==> src/rtl/rca_result_buffer.sv <==
// Result FIFO behind a 4-bit ripple-carry adder; stores sum bits plus Z/N/C/V flags.
// Optional sticky overflow flag: define RESULT_STICKY_OVF_EN.
module rca_result_buffer #(
  parameter int DEPTH = 2
) (
  input  logic clk,
  input  logic rst_n,
  input  logic S0,
  input  logic S1,
  input  logic S2,
  input  logic S3,
  input  logic C3,
  input  logic Cout,
  input  logic in_valid,
  output logic in_ready,
  output logic R0,
  output logic R1,
  output logic R2,
  output logic R3,
  output logic Z,
  output logic N,
  output logic C,
  output logic V,
  output logic out_valid,
  input  logic out_ready
`ifdef RESULT_STICKY_OVF_EN
  ,
  output logic OVF_STICKY,
  input  logic CLR_STICKY
`endif
);

  localparam int AW = $clog2(DEPTH);
  localparam int CW = AW + 1;

  typedef struct packed {
    logic [3:0] r;
    logic       z;
    logic       n;
    logic       c;
    logic       v;
  } entry_t;

  entry_t          mem [DEPTH];
  entry_t          din;
  entry_t          head;
  logic [AW-1:0]   wptr;
  logic [AW-1:0]   rptr;
  logic [CW-1:0]   count;
  logic            push;
  logic            pop;

  assign din.r = {S3, S2, S1, S0};
  assign din.z = ~(S3 | S2 | S1 | S0);
  assign din.n = S3;
  assign din.c = Cout;
  assign din.v = C3 ^ Cout;

  // Ready depends only on stored count, so a pop never frees a slot same-cycle.
  assign in_ready  = (count < CW'(DEPTH));
  assign out_valid = (count != '0);
  assign push      = in_valid & in_ready;
  assign pop       = out_valid & out_ready;

  always_ff @(posedge clk or negedge rst_n) begin
    if (!rst_n) begin
      wptr  <= '0;
      rptr  <= '0;
      count <= '0;
      for (int i = 0; i < DEPTH; i++) begin
        mem[i] <= '0;
      end
    end else begin
      if (push) begin
        mem[wptr] <= din;
        wptr      <= wptr + 1'b1;
      end
      if (pop) begin
        rptr <= rptr + 1'b1;
      end
      unique case (1'b1)
        push && !pop: count <= count + 1'b1;
        pop && !push: count <= count - 1'b1;
        default:      count <= count;
      endcase
    end
  end

  assign head = out_valid ? mem[rptr] : '0;

  assign R0 = head.r[0];
  assign R1 = head.r[1];
  assign R2 = head.r[2];
  assign R3 = head.r[3];
  assign Z  = head.z;
  assign N  = head.n;
  assign C  = head.c;
  assign V  = head.v;

`ifdef RESULT_STICKY_OVF_EN
  always_ff @(posedge clk or negedge rst_n) begin
    if (!rst_n) begin
      OVF_STICKY <= 1'b0;
    end else if (push && din.v) begin
      OVF_STICKY <= 1'b1;
    end else if (CLR_STICKY) begin
      OVF_STICKY <= 1'b0;
    end
  end
`endif

endmodule

==> config.mk <==
export PLATFORM = sky130hd
export DESIGN_NAME = rca_result_buffer
export DESIGN_NICKNAME = d
export VERILOG_FILES = /design/src/rtl/rca_result_buffer.sv
export SDC_FILE = /design/constraint.sdc
export NUM_CORES = 1
export LEC_CHECK = 0
export ABC_AREA = 1
export BUFFER_PORTS_ARGS = -buffer_cell sky130_fd_sc_hd__clkbuf_2
export CAP_MARGIN = 25
export CORE_MARGIN = 4
export CORE_UTILIZATION = 47
export DETAILED_ROUTE_END_ITERATION = 8
export PLACE_DENSITY = 0.73
export SYNTH_ARGS = -nofsm -noshare
export SYNTH_HDL_FRONTEND = slang
export SYNTH_SLANG_ARGS = --single-unit
==> constraint.sdc <==
create_clock -name clk -period 1.4 [get_ports clk]
set_input_delay 0.07 -clock clk [delete_from_list [all_inputs] [get_ports clk]]
set_output_delay 0.07 -clock clk [all_outputs]
set_load 0.02 [all_outputs]
==> results.md, run 1 <==
- Detail Placement HPWL: 1.25 mm
- Lkg Pwr: 0.000601 uW
- Hold_ws: 0.0506 ns
- Iter 0 DRT Violations: 18
- Reported max-cap violation count: 0
- Num CTS Buffers: 3
- Overall Global Routing Usage: 14.2%
- DP Worst Slack: 0.118 ns
- Outcome: complete, no violations
- Post-Synth XOR/XNOR Area: 0.919%
- Post-synth EDFFs: 0
- Largest family of logic cells by synthesized area: simple AND/OR/NAND/NOR gates
- Max Fclk: 0.754 GHz
- Post-route minimum period: 1.33 ns
- Pwr Density: 2280 nW/um2
- R2R Setup Slk: 0.11 ns
- First-pass GRT wire length: 2.86 mm
- Post-Synthesis Cells: 113
- VDD IR-drop max: 1.15 mV
- Reg clk slew, reported paths: 0.10 ns
- Share of cells above drive strength 1: 38.2%
- Clock sink total: 18
- Async SR Flop Fraction: 100%
- CTS tree: built
- Initial antenna violation count: 0
- Core region area: 1940 um2
- Clk Latency, worst-skew pair: 0.28 ns
- Crit-path max FO: 9
- CP endpoint kind: output pin
- Adder-Cell Fraction of Synth Area: 1.31%
- Non-Filler Instances: 163
- Per-cell routed wire length: 11.1 um
- Register bit total from synthesis: 18
- IO Pins: 20
- Largest net degree at the start of global routing: 19
- Avg Inst Size Synth: 8.44 um2
- Post-DR vias/cell: 4.64
- Area growth syn-to-layout: 18.1%
- CTS H-Tree Depth: 1
- Least-Margin Pin Slew: 0.440 ns
- Slew Viols, Final: 0
- Port bufs: 19
- Max incr delay on CP: 0.42 ns
- Crit path cell chain: nor2_2, buf_4, a21oi_1, buf_2
- Setup-failing EPs final: 0
- CTS Buffer Depth: 2
- Worst Hold Class: in -> reg
- Number of remaining DRC errors: 0
- Mapped Area: 953 um2
- Period utilization: 94.7%
- Number of global-route vias before repair: 662
- # rows: 16
- Setup WS post-layout: 0.0736 ns
- Skew final: 0.00239 ns
- Synth Area in Compound Gates: 14.8%
- Mux cell area share after synthesis: 0%
- Drt total wl: 1.81 mm
- Arr. time, crit path: 1.26 ns
- Die H: 53.0 um
- Die width: 53.0 um
- Clock root buffer: clkbuf_4
- Total number of vias: 756
- Die area: 2810 um2
- RSZ-0062 raised after global routing: true
- Final hold violations: 0
- Fill cells: 200
- Slowest CP cell: dfrtp_1
- Leading cell type in the layout, fill and taps excluded: nand2_1
- DR pass1 iterations: 5
- Synth Area in Simple Gates: 25.7%
- Post-Place Cells: 158
- Final ANT Viol Nets: 0
- Library cells used by synthesis: 19
- Critical Path RT: 1.33 ns
- Ant diodes: 0
- Syn Nets: 124
- Total gr overflow: 0
- Commonest non-fill, non-tap cells in the layout: 40 x nand2_1, 17 x dfrtp_1, 13 x clkbuf_2
- Sequential share of the synthesized area: 47.2%
- Slew HR: 70.6%
- Crit path kind: reg -> out
- Yosys warns: 0
- CP Launch Type: register
- Nets: 149
- Placer Congestion: 0.709
- Synth Flop Type: dfrtp_1
- Starting Density: 49.1%
==> stage by stage <==
stage | TNS [ns] | utilization [%] | cell area (um2) | total power (uW)
floorplan | 0 | - | 953 | 1910
global placement | 0 | 55.1 | 1070 | 2220
detailed placement | 0 | 55.1 | 1070 | 2260
CTS | 0 | 56.8 | 1100 | 2510
global route | -0.0117 | 58.0 | 1130 | 2790
finish | 0 | 58.0 | 1130 | 2560
==> cells by family after synthesis <==
kind of cell,count (synthesis)
AND/OR/NAND/NOR,53
XOR/XNOR,1
buffers and inverters,20
adder cells (fa/ha/maj),1
flip-flops,18
AO/OA/AOI/OAI,20
==> flip-flops by register name, indices dropped and copies added (netlist names) <==
register,flops
count,2
rptr,1
mem,14
wptr,1
==> synth_stat cells, types with 2 or more instances <==
cell type / number / area, um2
a21oi_1: 7 / 35.0
buf_6: 2 / 22.5
dfrtp_1: 18 / 450
inv_1: 14 / 52.6
inv_2: 2 / 7.51
nand2_1: 40 / 150
nand2_2: 5 / 31.3
nand3_4: 2 / 35.0
nor2_1: 3 / 11.3
o21ai_2: 11 / 96.3
==> worst max-delay path: cells and delay by family, from the launching register on <==
kind / cells / cell delay (ns)
AO/OA/AOI/OAI: 1 / 0.14
buffers and inverters: 2 / 0.36
flip-flops: 1 / 0.42
AND/OR/NAND/NOR: 1 / 0.05
==> repair_timing <==
item	CTS	global route
gates resized for setup	1	13
hold buffers	1	0
setup buffers	0	1
setup endpoints to repair	3	9
hold endpoints to repair	18	0
pin swaps	0	2
==> area by class of cell <==
cell class	count	area [um2]	area share [%]
clock buffers	3	22.5	2.00
inverters	16	60.1	5.33
multi-input cells	75	415	36.9
flip-flops and latches	18	452	40.1
well taps	27	33.8	3.00
repair buffers	24	143	12.7
==> report_power, final <==
part | internal (uW) | total, uW | leakage [uW] | switching (uW)
combinational | 541 | 1410 | 0.000363 | 867
clock | 99.9 | 249 | 0.0000138 | 149
sequential | 756 | 907 | 0.000225 | 151
==> metal layers <==
metal	routed length (um)	track usage, %
met1	871	20.2
met2	831	20.7
met3	82	2.54
met4	21	6.38
met5	0	0
==> final timing paths <==
path | start | to | cells after the start
worst max-delay path | count[1]$_DFFE_PN0P_ | R3 | 4
worst min-delay path | S0 | mem[4]$_DFFE_PN0P_ | 3
worst max register to register | count[1]$_DFFE_PN0P_ | count[1]$_DFFE_PN0P_ | 7
worst min register to register | mem[12]$_DFFE_PN0P_ | mem[12]$_DFFE_PN0P_ | 2
max in group asynchronous | rst_n | count[0]$_DFFE_PN0P_ | 2
min in group asynchronous | rst_n | mem[7]$_DFFE_PN0P_ | 2
No activity file was read; power rests on OpenSTA's default activity.
==> run 2: changes to the inputs <==
--- a/config.mk
+++ b/config.mk
@@ -11,6 +11,7 @@
 export CORE_MARGIN = 4
 export CORE_UTILIZATION = 47
 export DETAILED_ROUTE_END_ITERATION = 8
+export HOLD_SLACK_MARGIN = 0.1
 export PLACE_DENSITY = 0.73
 export SYNTH_ARGS = -nofsm -noshare
 export SYNTH_HDL_FRONTEND = slang
==> run 2 against run 1 <==
  * Setup slack worse by 0.0067 ns
  * Hold slack better by 0.062 ns
  * First-iteration DRC count up 5.6%
  * Wire length up 1.6%
  * Final area up 5.3%
  * Register-to-register slack about the same
  * Flip-flop and latch count unchanged
  * Critical endpoint unchanged
==> results.md, run 2 (synthesis results as in run 1) <==
- Placer Congestion: 0.709 (unchanged)
- Crit-path max FO: 9 (unchanged)
- Detail Placement HPWL: 1.25 mm (unchanged)
- Commonest non-fill, non-tap cells in the layout: 40 x nand2_1, 17 x dfrtp_1, 13 x clkbuf_2
- Hold path cells: 5 (+2)
- Area growth syn-to-layout: 24.4%
- Initial antenna violation count: 0 (unchanged)
- Switching Share: 45.6% (+0.070 points)
- Drt total wl: 1.83 mm (+1.6%)
- Crit path kind: reg -> out
- Post-route minimum period: 1.33 ns (+0.00670 ns)
- CTS Buffer Depth: 2 (unchanged)
- Iter 0 DRT Violations: 19 (+1)
- Register area: 452 um2 (unchanged)
- IO Pins: 20 (unchanged)
- Net Switching: 1180 uW (+1.1%)
- Hold path startpoint: C3
- Pint: 1410 uW (+0.80%)
- Port bufs: 19 (unchanged)
- Least-Margin Pin Slew: 0.433 ns (-0.00732 ns)
- Max reg flops: 14 (unchanged)
- # rows: 16 (unchanged)
- Fill cells: 190 (-5.0%)
- First-pass GRT wire length: 3.06 mm (+7.2%)
- Total gr overflow: 0 (unchanged)
- Die H: 53.0 um (unchanged)
- Setup-failing EPs final: 0 (unchanged)
- Combinational share of power: 55.1% (+0.2 points)
- Final ANT Viol Nets: 0 (unchanged)
- Lkg Pwr: 0.000626 uW (+4.2%)
- Clock sink total: 18 (unchanged)
- Clock network power share: 9.8% (about the same)
- Total number of vias: 787 (+4.1%)
- Number of global-route vias before repair: 720 (+8.8%)
- RR Startpoint: count[0]$_DFFE_PN0P_
- Per-cell routed wire length: 10.8 um (-2.1%)
- DR pass1 iterations: 4 (-1)
- Skew final: 0.00280 ns (+0.000408 ns)
- RSZ-0062 raised after global routing: true
- VDD IR-drop max: 1.21 mV (+5.9%)
- Outcome: complete, no violations
- Overall Global Routing Usage: 15.1% (+0.90 points)
- Regs by FF count: mem x14, count x2
- Critical Path RT: 1.33 ns (about the same)
- Slew Viols, Final: 0 (unchanged)
- Die width: 53.0 um (unchanged)
- Ant diodes: 0 (unchanged)
- Number of remaining DRC errors: 0 (unchanged)
- Arr. time, crit path: 1.26 ns (about the same)
- Final hold violations: 0 (unchanged)
- Critical Path Start: count[1]$_DFFE_PN0P_
- Max Fclk: 0.750 GHz (-0.50%)
- Post-DR vias/cell: 4.66 (+0.40%)
- Pwr Density: 2180 nW/um2 (-4.2%)
- Reported max-cap violation count: 0 (unchanged)
- Clock root buffer: clkbuf_4
- Die area: 2810 um2 (unchanged)
- Worst Hold Class: in -> reg
- Worst-case reg-to-reg path depth: 7 (unchanged)
- Core region area: 1940 um2 (unchanged)
- Post-Place Cells: 158 (unchanged)
- Num CTS Buffers: 3 (unchanged)
- Multi-input gate area: 415 um2 (unchanged)
- CTS H-Tree Depth: 1 (unchanged)
- Largest net degree at the start of global routing: 19 (unchanged)
- Slew HR: 71.1% (+0.49 points)
- Reg clk slew, reported paths: 0.09 ns (about the same)
- Period utilization: 95.2% (+0.48 points)
- Share of cells above drive strength 1: 36.6% (-1.6 points)
- Leading cell type in the layout, fill and taps excluded: nand2_1
- CP endpoint kind: output pin
- Sequential Power Share: 35.2% (-0.2 points)
- Register with the most flip-flops: mem
- Starting Density: 49.1% (unchanged)
- CP Launch Type: register
- Clk Latency, worst-skew pair: 0.29 ns (about the same)
- Non-Filler Instances: 169 (+3.7%)
- CTS tree: built
- Nets: 155 (+4.0%)
- Tot Pwr: 2590 uW (+0.93%)
[run 2: cell types whose count changed in the layout (fill, tap and decap cells not counted)]
cell	before	now
dlygate4sd3_1	1	7
[run 2: through the flow]
step	hold WS (ns)	util, %	setup WS [ns]	cell area [um2]	TNS, ns
global placement	0.0353	55.1	0.189	1070	0
finish	0.113	61.1	0.0669	1190	0
detailed placement	0.0379	55.1	0.118	1070	0
floorplan	-0.226	-	0.0150	953	0
CTS	0.118	59.9	0.0328	1160	0
global route	0.128	61.1	-0.0109	1190	-0.0117
[run 2: metal layers]
layer / vias up / part of all wire [%] / global-route usage (%)
met4: 0 / 2.4 / 7.66
met1: 346 / 48 / 20.2
met3: 9 / 4.6 / 2.82
met2: 23 / 45 / 22.9
li1: 409 / - / -
met5: - / 0 / 0
[run 2: repair_timing]
item                       CTS  global route
setup buffers                0             1
gates resized for setup      1            13
pin swaps                    0             2
hold endpoints to repair    31             0
hold buffers                 7             0
setup endpoints to repair    3             9
[run 2: worst max-delay path, cell delays in order (launching register included)]
cell,delay (ns)
dfrtp_1,0.42
nor2_2,0.06
buf_4,0.17
a21oi_1,0.14
buf_2,0.19
[run 2: final timing paths]
kind / endpoint / slack, ns
max reg2reg: count[1]$_DFFE_PN0P_ / 0.10
min: mem[0]$_DFFE_PN0P_ / 0.11
min reg2reg: mem[12]$_DFFE_PN0P_ / 0.49
min in group asynchronous: mem[7]$_DFFE_PN0P_ / 0.24
max in group asynchronous: count[0]$_DFFE_PN0P_ / 0.83
max: R3 / 0.07
[run 2: cell type report]
cell class                 instances  share of cell area (%)
clock buffer                       3                    1.90
inverter                          16                    5.06
multi-input combinational         75                    35.0
sequential                        18                    38.1
tap                               27                    2.85
timing repair buffer              30                    17.1
[run 2: power by group through the flow]
stage | Combinational (uW) | Clock, uW | Sequential [uW]
floorplan | 1020 | 0 | 888
global placement | 1310 | 0 | 909
detailed placement | 1330 | 0 | 922
CTS | 1350 | 254 | 914
global route | 1590 | 285 | 939
finish | 1430 | 253 | 910
